**config.mk**
```make
export PLATFORM = sky130hd
export DESIGN_NAME = sd_photo_rd_ctrl
export DESIGN_NICKNAME = d
export VERILOG_FILES = /design/src/rtl/sd_photo_pkg.sv /design/src/rtl/sd_photo_rd_ctrl_pack.sv /design/src/rtl/sd_photo_rd_ctrl.sv
export SDC_FILE = /design/constraint.sdc
export NUM_CORES = 1
export LEC_CHECK = 0
export ABC_AREA = 1
export CORE_MARGIN = 2
export CORE_UTILIZATION = 57
export DETAILED_ROUTE_END_ITERATION = 8
export PLACE_DENSITY_LB_ADDON = 0.08
export SLEW_MARGIN = 20
export SYNTH_ARGS = -nofsm -noshare
export SYNTH_HDL_FRONTEND = slang
export SYNTH_SLANG_ARGS = --single-unit
```
**constraint.sdc**
```tcl
create_clock -name clk -period 2.2 [get_ports clk]
set_input_delay 0.55 -clock clk [delete_from_list [all_inputs] [get_ports clk]]
set_output_delay 0.55 -clock clk [all_outputs]
set_load 0.05 [all_outputs]
```
**src/rtl/sd_photo_pkg.sv**
```systemverilog
// Shared definitions for the SD photo reader: FSM encoding, BMP header length
// and the BGR888 -> RGB565 pixel packer.
package sd_photo_pkg;

    localparam int STATE_W = 3;

    localparam logic [STATE_W-1:0] ST_IDLE    = 3'd0;
    localparam logic [STATE_W-1:0] ST_LATCH   = 3'd1;
    localparam logic [STATE_W-1:0] ST_START   = 3'd2;
    localparam logic [STATE_W-1:0] ST_WAIT_HI = 3'd3;
    localparam logic [STATE_W-1:0] ST_WAIT_LO = 3'd4;
    localparam logic [STATE_W-1:0] ST_DONE    = 3'd5;
    localparam logic [STATE_W-1:0] ST_HOLD    = 3'd6;

    // 54-byte BMP file + info header, counted in 16-bit SD words
    localparam logic [5:0] BMP_HDR_WORDS = 6'd27;

    function automatic logic [15:0] pack_rgb565(input logic [7:0] b,
                                                input logic [7:0] g,
                                                input logic [7:0] r);
        return {r[7:3], g[7:2], b[7:3]};
    endfunction

endpackage

```
**src/rtl/sd_photo_rd_ctrl_pack.sv**
```systemverilog
// Header skip, 3-phase BGR888 byte packer and per-frame pixel cap.
// Output strobe and data are registered one cycle after the accepted word.
module bgr888_to_rgb565_pack
    import sd_photo_pkg::*;
#(
    parameter logic [5:0] HDR_LEN = BMP_HDR_WORDS
) (
    input  logic        clk,
    input  logic        rst,
    input  logic        clear,
    input  logic        active,
    input  logic        val_en,
    input  logic [15:0] val_data,
    input  logic [23:0] pix_max,
    output logic        wr_en,
    output logic [15:0] wr_data
);

    logic [5:0]  word_cnt;
    logic [1:0]  phase;
    logic [23:0] pix_cnt;
    logic [7:0]  b_hold;
    logic [7:0]  g_hold;
    logic        accept;
    logic        in_hdr;
    logic        cap_hit;

    assign accept  = active && val_en;
    assign in_hdr  = (word_cnt < HDR_LEN);
    assign cap_hit = (pix_cnt == pix_max);

    always_ff @(posedge clk) begin
        if (rst) begin
            word_cnt <= '0;
            phase    <= '0;
            pix_cnt  <= '0;
            b_hold   <= '0;
            g_hold   <= '0;
            wr_en    <= 1'b0;
            wr_data  <= '0;
        end else begin
            wr_en <= 1'b0;
            if (clear) begin
                word_cnt <= '0;
                phase    <= '0;
                pix_cnt  <= '0;
            end else if (accept) begin
                if (in_hdr) begin
                    word_cnt <= word_cnt + 6'd1;
                end else begin
                    case (phase)
                        2'd0: begin
                            b_hold <= val_data[15:8];
                            g_hold <= val_data[7:0];
                            phase  <= 2'd1;
                        end
                        2'd1: begin
                            if (!cap_hit) begin
                                wr_en   <= 1'b1;
                                wr_data <= pack_rgb565(b_hold, g_hold, val_data[15:8]);
                                pix_cnt <= pix_cnt + 24'd1;
                            end
                            b_hold <= val_data[7:0];
                            phase  <= 2'd2;
                        end
                        default: begin
                            if (!cap_hit) begin
                                wr_en   <= 1'b1;
                                wr_data <= pack_rgb565(b_hold, val_data[15:8], val_data[7:0]);
                                pix_cnt <= pix_cnt + 24'd1;
                            end
                            phase <= 2'd0;
                        end
                    endcase
                end
            end
        end
    end

endmodule

```
**src/rtl/sd_photo_rd_ctrl.sv**
```systemverilog
// Sector-read sequencer: loads one BMP picture from SD into SDRAM as RGB565,
// alternating between two pictures with a hold time between frames.
//
// state   | meaning
// IDLE    | wait for SD card initialisation
// LATCH   | capture sector/pixel counts, pick picture base address
// START   | one-cycle single-sector read command
// WAIT_HI | wait for the SD controller to go busy
// WAIT_LO | wait for the sector read to finish, advance address
// DONE    | frame complete pulse, load hold timer
// HOLD    | hold timer down-count, then switch picture
module sd_photo_rd_ctrl
    import sd_photo_pkg::*;
#(
    parameter logic [31:0] PIC0_SEC_ADDR = 32'd16640,
    parameter logic [31:0] PIC1_SEC_ADDR = 32'd25280,
    parameter logic [31:0] HOLD_CYCLES   = 32'd50000000,
    parameter logic [5:0]  HDR_WORDS     = BMP_HDR_WORDS
) (
    input  logic        clk,
    input  logic        rst,
    input  logic        sd_init_done,
    input  logic [15:0] sd_sec_num,
    input  logic [23:0] sdram_max_addr,
    input  logic        rd_busy,
    input  logic        rd_val_en,
    input  logic [15:0] rd_val_data,
    output logic        rd_start_en,
    output logic [31:0] rd_sec_addr,
    output logic        sdram_wr_en,
    output logic [15:0] sdram_wr_data,
    output logic        frame_done,
    output logic        cur_pic
);

    logic [STATE_W-1:0] state;
    logic [STATE_W-1:0] state_nxt;
    logic [15:0]        sec_num_q;
    logic [23:0]        pix_max_q;
    logic [15:0]        sec_cnt;
    logic [15:0]        sec_cnt_inc;
    logic [31:0]        hold_cnt;
    logic               pack_active;
    logic               pack_clear;

    assign sec_cnt_inc = sec_cnt + 16'd1;

    always_ff @(posedge clk) begin
        if (rst) state <= ST_IDLE;
        else     state <= state_nxt;
    end

    always_comb begin
        state_nxt = state;
        if (!sd_init_done) begin
            state_nxt = ST_IDLE;
        end else begin
            case (state)
                ST_IDLE:    state_nxt = ST_LATCH;
                ST_LATCH:   state_nxt = (sd_sec_num == 16'd0) ? ST_DONE : ST_START;
                ST_START:   state_nxt = ST_WAIT_HI;
                ST_WAIT_HI: if (rd_busy) state_nxt = ST_WAIT_LO;
                ST_WAIT_LO: if (!rd_busy)
                                state_nxt = (sec_cnt_inc == sec_num_q) ? ST_DONE : ST_START;
                ST_DONE:    state_nxt = ST_HOLD;
                ST_HOLD:    if (hold_cnt == 32'd0) state_nxt = ST_LATCH;
                default:    state_nxt = ST_IDLE;
            endcase
        end
    end

    always_comb begin
        rd_start_en = 1'b0;
        frame_done  = 1'b0;
        pack_active = 1'b0;
        pack_clear  = 1'b0;
        case (state)
            ST_LATCH:   pack_clear  = 1'b1;
            ST_START: begin
                rd_start_en = sd_init_done;
                pack_active = 1'b1;
            end
            ST_WAIT_HI: pack_active = 1'b1;
            ST_WAIT_LO: pack_active = 1'b1;
            ST_DONE:    frame_done  = 1'b1;
            default: ;
        endcase
    end

    always_ff @(posedge clk) begin
        if (rst) begin
            sec_num_q   <= '0;
            pix_max_q   <= '0;
            sec_cnt     <= '0;
            hold_cnt    <= '0;
            rd_sec_addr <= '0;
            cur_pic     <= 1'b0;
        end else begin
            case (state)
                ST_LATCH: begin
                    sec_num_q   <= sd_sec_num;
                    pix_max_q   <= sdram_max_addr;
                    sec_cnt     <= '0;
                    rd_sec_addr <= cur_pic ? PIC1_SEC_ADDR : PIC0_SEC_ADDR;
                end
                ST_WAIT_LO: begin
                    if (!rd_busy) begin
                        sec_cnt     <= sec_cnt_inc;
                        rd_sec_addr <= rd_sec_addr + 32'd1;
                    end
                end
                ST_DONE: hold_cnt <= HOLD_CYCLES - 32'd1;
                ST_HOLD: begin
                    if (hold_cnt != 32'd0)
                        hold_cnt <= hold_cnt - 32'd1;
                    else if (sd_init_done)
                        cur_pic <= ~cur_pic;   // only when the next frame really starts
                end
                default: ;
            endcase
        end
    end

    bgr888_to_rgb565_pack #(
        .HDR_LEN (HDR_WORDS)
    ) u_pack (
        .clk      (clk),
        .rst      (rst),
        .clear    (pack_clear),
        .active   (pack_active),
        .val_en   (rd_val_en),
        .val_data (rd_val_data),
        .pix_max  (pix_max_q),
        .wr_en    (sdram_wr_en),
        .wr_data  (sdram_wr_data)
    );

endmodule

```
==> flow_summary_export.csv <==
group,metric,value,unit
outcome,status,"finished, final reports clean",
setup_path,endpoint_kind,"primary output",
global_routing,overflow,0,
setup_path,critical_path.top_delay_family,"buffers and inverters",
global_routing,grt_util_met2,51.6,%
floorplanning,core-area,16600,sq um
place,placed_cell_area,11300,sq um
sta,fin_ws,0.0197,ns
setup_path,slowest_delay,0.82,ns
place,portBuffers,108,
sta,fmax,0.459,GHz
global_routing,met3_usage,4.57,%
cts,clkTransAtPathRegs,0.08,ns
synth,postSynthCellCount,1453,
global_routing,grt_pass1_wl,43700,um
synth,ys.flop_type,"dfxtp_1",
floorplanning,die_w,134,um
floorplanning,fp-row-count,47,
routing,drt-initial-drc-count,850,
sta,finalCritPeriodShare,99.1,%
global_routing,use_met1,37.7,%
routing,drtPass1Iterations,5,
setup_path,arrival,1.63,ns
setup_path,startpoint_type,"flip-flop",
routing,wl_per_cell,14.7,um
global_routing,grt_max_degree,52,
floorplanning,fp.dieArea,18000,sq um
routing,drc,0,
cts,cts_tree,"yes",
place,hpwl,19300,um
power_and_ir_drop,power,7.40,mW
setup_path,slowest_stage,"clkdlybuf4s50_1",
cts,clock_path_buffers,2,
finish,diodes,0,
setup_path,crit_type,"reg2out",
synth,syn-mean-instance-area,6.65,sq um
cts,clock_tree.root_cell,"clkbuf_16",
synth,yosysWarnings,0,
cts,cts_sinks,184,
min_path,hold_path_class,"reg2reg",
synth,async_flop_share,0,%
setup_path,crit_chain,"clkdlybuf4s50_1",
power_and_ir_drop,max-vdd-ir-drop,0.594,mV
synth,synth_top_area_cell,"dfxtp_1",
cts,worstSkewPairLatency,0.44,ns
sta,slew_headroom,63.7,%
sta,skew,0.0119,ns
global_routing,grtUsageTotal,29.6,%
min_path,whs_path_depth,2,
cts,htreeDepth,4,
setup_path,crit_required,1.65,ns
finish,multi_input_area,5290,sq um
finish,layout.nets,1664,
synth,yosysMostFrequentCell,"nand2_1",
place,globalplace.congestion,0.946,
routing,via_count,10200,
synth,synth-edff-count,0,
synth,ys_seq_area_share,38.1,%
synth,syn_area,9670,sq um
sta,setup_viol,0,
sta,period_needed,2.18,ns
finish,final_area,12100,sq um
power_and_ir_drop,cellPowerDensity,611,nW/um^2
cts,cts-buffers-inserted,17,
synth,synth_cell_types,45,
synth,ys_ff_latch,184,
routing,drt-total-wl,26900,um
setup_path,worstRegToRegCells,14,
setup_path,reg2reg_slack,0.16,ns
floorplanning,initial_core_util,58.3,%
global_routing,top_usage_layer,"met2",
synth,netlist_top_cells_area,"dfxtp_1, nand2_1, nor2_1, a21oi_1, inv_1",
setup_path,regToRegStartpoint,"hold_cnt[22]$_SDFFE_PP0P_",
routing,vias_per_cell,5.59,
finish,drive_above_1_share,10.0,%
routing,ant_nets,0,
sta,finalMaxSlewViolations,0,
setup_path,regToRegEndpoint,"hold_cnt[9]$_SDFFE_PP0P_",
global_routing,grt_pass1_vias,9390,
min_path,worstHoldStart,"u_pack.word_cnt[5]$_SDFFE_PP0P_",
sta,hold_viol,0,
place,pre_cts_slack,-0.0713,ns
power_and_ir_drop,cellLeakagePower,4.91,nW
min_path,hold_end,"u_pack.word_cnt[5]$_SDFFE_PP0P_",
finish,fillers,1397,
synth,synth_common_cells,"nand2_1, dfxtp_1, nor2_1",
floorplanning,io_pins,113,
floorplanning,die_h,134,um
synth,synth_top_area_share,38.1,%
setup_path,cp_max_fo,2,
global_routing,antenna_found_initial,0,
finish,syn_to_final_growth,25.1,%
job,maxCapViolCount,0,
sta,fin_hold_ws,0.441,ns
sta,worst_pin_slew,0.541,ns
synth,syn_nets,1519,
setup_path,critPathBufInv,1,
finish,seqCellArea,3700,sq um
## layout make-up
| type | count | area share (%) |
|---|---|---|
| multi-input combinational | 1067 | 43.8 |
| inverter | 156 | 4.87 |
| clock inverter | 11 | 1.61 |
| timing repair buffer | 172 | 13.1 |
| clock buffer | 20 | 3.77 |
| tap | 220 | 2.28 |
| sequential | 184 | 30.6 |
## kinds of logic after synthesis
logic type,after synthesis,synth area share [%]
and+or+nand+nor,752,34.3
adders and majority gates,5,0.647
xor gates and xnor gates,48,4.49
buffers and inverters,202,8.08
DFF,184,38.1
AOI/OAI and AO/OA,262,14.4
## metal layers
metal  vias up  wire [um]
li1       5086          -
met2       312      13300
met4         0        565
met1      4778      11800
met3        53       1240
met5         -          0
## power breakdown
group	internal, mW	leakage, nW	switching, mW	total (mW)
clock	2.08	0.314	1.36	3.44
sequential	3.38	1.49	0.0391	3.42
combinational	0.236	3.11	0.305	0.542
total	5.69	4.91	1.70	7.40
## timing repair
item,4_1_cts,5_1_grt
hold buffers,0,0
endpoints found under the setup margin,28,22
buffers inserted,1,7
resized for setup,30,33
pin swaps,0,7
## placed cells by master (no fill, tap or decap), drive strengths merged, types with 6 or more instances in the layout
| master | count |
|---|---|
| xor2 | 23 |
| nor2 | 187 |
| a31oi | 25 |
| dfxtp | 184 |
| nand3b | 6 |
| nor4 | 10 |
| nor3 | 44 |
| buf | 68 |
| nand4 | 42 |
| inv | 154 |
| o21ai | 93 |
| nand3 | 92 |
| nand2 | 360 |
| dlygate4sd2 | 26 |
| a21oi | 132 |
| clkinv | 6 |
| clkbuf | 20 |
| xnor2 | 24 |
| clkdlybuf4s50 | 77 |
## how the worst max path moves through the flow
| stage | from | endpoint | slack [ns] | cells after the start |
|---|---|---|---|---|
| 4_1_cts | rd_sec_addr[20]$_SDFFE_PP0P_ | rd_sec_addr[20] | 0.02 | 1 |
| 5_1_grt | sec_cnt[0]$_SDFFE_PP0P_ | state[1]$_SDFFE_PP0P_ | -0.02 | 15 |
| 2_1_floorplan | rd_sec_addr[0]$_SDFFE_PP0P_ | rd_sec_addr[24]$_SDFFE_PP0P_ | 0.08 | 14 |
| 6_report | rd_sec_addr[28]$_SDFFE_PP0P_ | rd_sec_addr[28] | 0.02 | 1 |
| 3_5_place_dp | rd_busy | rd_sec_addr[25]$_SDFFE_PP0P_ | -0.07 | 13 |
| 3_3_place_gp | rd_busy | rd_sec_addr[24]$_SDFFE_PP0P_ | -0.02 | 11 |
## state kept, by name, summed over array words and instances (netlist names)
| signal | cells |
|---|---|
| hold_cnt | 32 |
| u_pack.wr_en | 1 |
| cur_pic | 1 |
| pix_max_q | 24 |
| u_pack.word_cnt | 6 |
| sec_cnt | 16 |
| u_pack.g_hold | 6 |
| u_pack.wr_data | 16 |
| state | 3 |
| u_pack.pix_cnt | 24 |
| rd_sec_addr | 32 |
| u_pack.b_hold | 5 |
| sec_num_q | 16 |
| u_pack.phase | 2 |
## per-stage QoR
step	util [%]	cells	TNS [ns]
CTS	72.0	1823	0
detailed placement	68.2	1791	-0.420
finish	73.0	1830	0
global route	73.0	1830	-0.0457
floorplan	-	1453	0
global placement	68.2	1791	-0.0562
(Power assumes the default switching activity.)
